File: config.mk
export PLATFORM = sky130hd
export DESIGN_NAME = alu_seq_ctrl
export DESIGN_NICKNAME = d
export VERILOG_FILES = /design/src/rtl/alu_seq_ctrl.sv
export SDC_FILE = /design/constraint.sdc
export NUM_CORES = 1
export LEC_CHECK = 0
export CELL_PAD_IN_SITES_DETAIL_PLACEMENT = 1
export CELL_PAD_IN_SITES_GLOBAL_PLACEMENT = 1
export CORE_ASPECT_RATIO = 1.2
export CORE_MARGIN = 8
export CORE_UTILIZATION = 35
export CTS_CLUSTER_DIAMETER = 120
export DETAILED_ROUTE_END_ITERATION = 12
export GPL_TIMING_DRIVEN = 1
export PLACE_DENSITY_LB_ADDON = 0.1
export SLEW_MARGIN = 20
export SYNTH_ARGS = -nofsm -noshare
export SYNTH_HDL_FRONTEND = slang
export SYNTH_SLANG_ARGS = --single-unit
File: constraint.sdc
create_clock -name clk -period 6.9 [get_ports clk]
set_clock_uncertainty 0.15 [all_clocks]
set_input_delay 1.725 -clock clk [delete_from_list [all_inputs] [get_ports clk]]
set_output_delay 1.725 -clock clk [all_outputs]
set_load 0.02 [all_outputs]
File: src/rtl/alu_seq_ctrl.sv
// Multi-cycle sequencer for the ALU-only RV32I datapath: fetches over a req/ack port,
// steps DECODE/EXEC/WB, gates writeback, advances the PC and retires instructions.
module alu_seq_ctrl #(
  parameter logic [31:0] RESET_PC        = 32'h0000_0000,
  parameter int          FETCH_TIMEOUT   = 16,
  parameter bit          HALT_ON_ILLEGAL = 1'b1
) (
  input  logic        clk,
  input  logic        reset,
  input  logic        hold,
  output logic        imem_req,
  output logic [31:0] iaddr,
  input  logic        imem_ack,
  input  logic [31:0] idata,
  output logic [31:0] instr_q,
  output logic        alu_en,
  output logic        rf_we,
  output logic [31:0] pc,
  output logic [31:0] instret,
  output logic        illegal,
  output logic        bus_err,
  output logic        halted
);

  localparam int          CW        = (FETCH_TIMEOUT > 1) ? $clog2(FETCH_TIMEOUT) : 1;
  localparam logic [CW-1:0] TO_LAST = CW'(FETCH_TIMEOUT - 1);
  localparam logic [31:0] NOP_INSTR = 32'h0000_0013;

  typedef enum logic [2:0] {
    S_IDLE   = 3'd0,
    S_FETCH  = 3'd1,
    S_DECODE = 3'd2,
    S_EXEC   = 3'd3,
    S_WB     = 3'd4,
    S_HALT   = 3'd5
  } state_t;

  state_t        state_r;
  state_t        state_s;
  logic [31:0]   pc_r;
  logic [31:0]   instret_r;
  logic [31:0]   instr_r;
  logic [CW-1:0] cnt_r;
  logic          legal_r;
  logic          illegal_r;
  logic          bus_err_r;
  logic          run_s;

  // Only OP-IMM and OP are executed by this ALU-only datapath.
  function automatic logic is_legal_op(input logic [6:0] op);
    return (op == 7'b0010011) || (op == 7'b0110011);
  endfunction

  // Pulses are suppressed while stalled or while reset is being applied.
  assign run_s    = !reset && !hold;
  assign imem_req = run_s && (state_r == S_FETCH);
  assign alu_en   = run_s && (state_r == S_EXEC);
  assign rf_we    = run_s && (state_r == S_WB) && legal_r && (instr_r[11:7] != 5'd0);
  assign iaddr    = pc_r;
  assign instr_q  = instr_r;
  assign pc       = pc_r;
  assign instret  = instret_r;
  assign illegal  = illegal_r;
  assign bus_err  = bus_err_r;
  assign halted   = (state_r == S_HALT);

  // Next-state decode; an ack in the last timeout cycle still wins.
  always_comb begin
    state_s = state_r;
    case (state_r)
      S_IDLE:   state_s = S_FETCH;
      S_FETCH: begin
        if (imem_ack) begin
          state_s = S_DECODE;
        end else if (cnt_r == TO_LAST) begin
          state_s = S_HALT;
        end else begin
          state_s = S_FETCH;
        end
      end
      S_DECODE: state_s = S_EXEC;
      S_EXEC:   state_s = S_WB;
      S_WB: begin
        if (!legal_r && HALT_ON_ILLEGAL) begin
          state_s = S_HALT;
        end else begin
          state_s = S_FETCH;
        end
      end
      S_HALT:   state_s = S_HALT;
      default:  state_s = S_HALT;
    endcase
  end

  // State register; hold freezes the sequence in place.
  always_ff @(posedge clk) begin
    if (reset) begin
      state_r <= S_IDLE;
    end else if (!hold) begin
      state_r <= state_s;
    end else begin
      state_r <= state_r;
    end
  end

  // Fetch, decode and retirement bookkeeping.
  always_ff @(posedge clk) begin
    if (reset) begin
      pc_r      <= RESET_PC;
      instret_r <= 32'd0;
      instr_r   <= NOP_INSTR;
      cnt_r     <= {CW{1'b0}};
      legal_r   <= 1'b0;
      illegal_r <= 1'b0;
      bus_err_r <= 1'b0;
    end else if (!hold) begin
      case (state_r)
        S_FETCH: begin
          if (imem_ack) begin
            instr_r <= idata;
            cnt_r   <= {CW{1'b0}};
          end else if (cnt_r == TO_LAST) begin
            bus_err_r <= 1'b1;
          end else begin
            cnt_r <= cnt_r + CW'(1);
          end
        end
        S_DECODE: legal_r <= is_legal_op(instr_r[6:0]);
        S_WB: begin
          pc_r      <= pc_r + 32'd4;
          instret_r <= instret_r + 32'd1;
          if (!legal_r) begin
            illegal_r <= 1'b1;
          end else begin
            illegal_r <= illegal_r;
          end
        end
        default: begin
          cnt_r <= cnt_r;
        end
      endcase
    end else begin
      cnt_r <= cnt_r;
    end
  end

endmodule

==> results.cfg, run 1 <==
[floorplan]
coreArea_mm2 = 0.01364
die_width_um = 123.0
ioPinCount = 170
start_util_pct = 35.26
num_rows = 47
design.die.area_mm2 = 0.01777
die_h_um = 144.4

[timing]
fin_tns_setup_ps = 0
final_max_slew_viol_count = 0
worst_slack_ps = 1034
worst_pin_slew_ps = 709.6
setup_viol = 0
clock.fmax_ghz = 0.1705
fin_crit_sh_pct = 85.02
fin_crit_ps = 5866
relSlewSlack_pct = 52.69
hold_violations = 0
rsz0062_at_grt = false

[synthesis]
synth-seq-cells = 104
syn-cell-area_mm2 = 0.004811
synth_cell_type_count = 44
synth_compound_area_share_pct = 14.20
synth-seq-area-share_pct = 43.28
synth_top_cell_by_area = dfxtp_1
synthTopCellsByArea = dfxtp_1 (43%), a21oi_1 (7.9%), nand2_1 (7.1%), buf_4 (5.3%), or4_1 (4.8%)
synth_edf_count = 0
syn_avg_cell_area_um2 = 8.238
ys_warn_count = 0
synthAdderAreaFrac_pct = 0.7802
netlist_instances = 584
async_flop_share_pct = 0
synth_simple_gate_area_share_pct = 27.44
synth_top_family_by_area = simple AND/OR/NAND/NOR gates
ys.flop_type = dfxtp_1
yosys-mux-area-fraction_pct = 1.144
yosys.area.top_type_share_pct = 43.28
synth_xor_xnor_area_share_pct = 3.277

[pwr]
p_int_uw = 951.8
cellPowerDensity_mw_per_mm2 = 185.1
p_leak_nw = 2.068
p_seq_share_pct = 50.3
p_sw_uw = 268.7
power_frac_comb_pct = 6.2
p_clk_share_pct = 43.5
ir_worst_vdd_uv = 95.48
swShare_pct = 22.02

[grt]
antenna_found_initial = 0
grt.overflow.total = 0
globalRouteTotalUtil_pct = 15.98
grt_max_degree = 67
grt_pass1_wl_um = 22980
grt_pass1_vias = 4667

[cts]
htreeDepth = 3
root_buffer = clkbuf_16
ctsHoldBuffers = 0
cts_buffer_depth = 2
worst_skew_pair.late_latency_ps = 350
clkSinkCount = 104
cts_tree = yes
cts_setup_buffers = 0
clk_pin_slew_ps = 70
cts_buffers = 9
cts_resized = 0

[finish]
n_fill_cell = 1649
seq_area_mm2 = 0.002082
stdcell_count = 870
post-route-util_pct = 48.34
final_cell_mix = clkdlybuf4s50_1 (164), dfxtp_1 (104), nand2_1 (90)
nNetsFinal = 734
design_area_mm2 = 0.006595
multiInputGateArea_mm2 = 0.002272
drive_above_1_share_pct = 5.007
antenna_cells = 0
mostFrequentLayoutCell = clkdlybuf4s50_1
syn_to_final_growth_pct = 37.09

[setup_path]
cp_top_family = buffers and inverters
timing.critical_path.buf_inv = 3
cp_slowest_cell = clkdlybuf4s50_1
critPathMaxStageDelay_ps = 670
cp.required_ps = 5030
worst-path-max-fanout = 17
crit_type = in2out
crit_top_cell = clkdlybuf4s50_1
crit_chain = clkdlybuf4s50_1 -> or4b_1 -> buf_4 -> nor4b_1 -> clkdlybuf4s50_1
cp.arrival_ps = 3990
crit_path_end_kind = output pin
start_kind = input pin

[routing]
vias_per_cell = 5.269
met3_length_um = 1435
dr.pass1.iters = 4
drcViolationCount = 0
wl_met1_um = 5569
met2_length_um = 7191
drtAntennaViolNets = 0
dr.first_iter.drc_count = 179
top_layer = met4
vias = 4584
wl_per_cell_um = 16.55
wl_um = 14400

[placement]
io_buffer_count = 165
place_ws_ps = 997.9
dp.cells = 855
gp_congestion = 0.7463
place_area_mm2 = 0.006286
dp_hpwl_um = 10410

[min_path]
hp-class = reg2reg

[run]
cap_violations = 0

[outcome]
outcome = finished, final reports clean
synth_stat cells (7+ instances only):
| master | instances |
|---|---|
| xnor2_1 | 10 |
| a21oi_1 | 76 |
| nor2b_1 | 7 |
| buf_4 | 34 |
| or4_1 | 31 |
| nor3_1 | 11 |
| or3_1 | 13 |
| xor2_1 | 8 |
| nand4_1 | 16 |
| o31ai_1 | 26 |
| inv_1 | 11 |
| clkbuf_1 | 32 |
| nand2_1 | 91 |
| dfxtp_1 | 104 |
| nand3_1 | 18 |
| o21ai_0 | 15 |
| nor2_1 | 29 |
power by group through the flow:
| stage | sequential, mW | combinational [mW] | clock (mW) |
|---|---|---|---|
| after floorplan | 0.632 | 0.0342 | 0 |
| after global placement | 0.627 | 0.0754 | 0 |
| after detailed placement | 0.628 | 0.0769 | 0 |
| after CTS | 0.614 | 0.0772 | 0.546 |
| after global routing | 0.615 | 0.0835 | 0.574 |
| final | 0.614 | 0.0759 | 0.531 |
flip-flops by register name, summed over array words and instances, names as in the netlist:
signal	cells
cnt_r	4
bus_err	1
legal_r	1
illegal	1
instret	32
iaddr	30
instr_q	32
state_r	3
cells by family (layout without fill, tap and decap cells):
| group | count (synthesis) | count (layout) |
|---|---|---|
| AO/OA/AOI/OAI | 121 | 121 |
| XOR/XNOR | 18 | 18 |
| adder cells (fa/ha/maj) | 3 | 3 |
| buffers and inverters | 83 | 195 |
| flip-flops | 104 | 104 |
| multiplexers | 5 | 5 |
| other | 1 | 4 |
| AND/OR/NAND/NOR | 249 | 249 |
layout make-up:
type                       count  area share [%]
multi-input combinational    400           34.45
sequential                   104           31.57
timing repair buffer         169           25.46
clock buffer                  12           4.041
tap                          171           3.244
inverter                      11          0.6261
clock inverter                 3          0.6071
worst register-to-register path: cells and delay by family, from the launching register on:
kind	cells	cell delay, ps
AND/OR/NAND/NOR	3	1810
buffers and inverters	1	200
flip-flops	1	480
AO/OA/AOI/OAI	1	150
per-layer routing:
layer / GRT usage, % / vias to the layer above
met1: 16.64 / 2212
met3: 6.797 / 13
met5: 0 / -
met4: 5.270 / 0
met2: 28.20 / 116
li1: - / 2243
metrics by stage:
step                hold slack, ps  power, mW
finish                       302.6      1.221
global route                 323.7      1.272
CTS                          306.2      1.237
detailed placement           299.1     0.7045
global placement             291.9     0.7023
floorplan                    299.1     0.6658
final timing paths:
check / start / end / depth (start not counted) / slack [ps]
worst max-delay path: hold / rf_we / 5 / 1030
worst min-delay path: instr_q[28] / instr_q[28] / 2 / 300
worst max register to register: state_r[2] / iaddr[30] / 5 / 4040
worst min register to register: instr_q[28] / instr_q[28] / 2 / 300
(Power assumes the default switching activity.)
==> run 2: changes to the inputs <==
--- a/config.mk
+++ b/config.mk
@@ -5,6 +5,7 @@
 export SDC_FILE = /design/constraint.sdc
 export NUM_CORES = 1
 export LEC_CHECK = 0
+export CAP_MARGIN = 20
 export CELL_PAD_IN_SITES_DETAIL_PLACEMENT = 1
 export CELL_PAD_IN_SITES_GLOBAL_PLACEMENT = 1
 export CORE_ASPECT_RATIO = 1.2
==> results of run 2 <==
Same layout as run 1: the final DEF is identical, and so are final timing and power.
==> run 3: changes to the inputs <==
--- a/config.mk
+++ b/config.mk
@@ -13,6 +13,7 @@
 export CORE_UTILIZATION = 35
 export CTS_CLUSTER_DIAMETER = 120
 export DETAILED_ROUTE_END_ITERATION = 12
+export GPL_ROUTABILITY_DRIVEN = 0
 export GPL_TIMING_DRIVEN = 1
 export PLACE_DENSITY_LB_ADDON = 0.1
 export SLEW_MARGIN = 20
==> results of run 3 <==
Same layout as run 1: the final DEF is identical, and so are final timing and power.
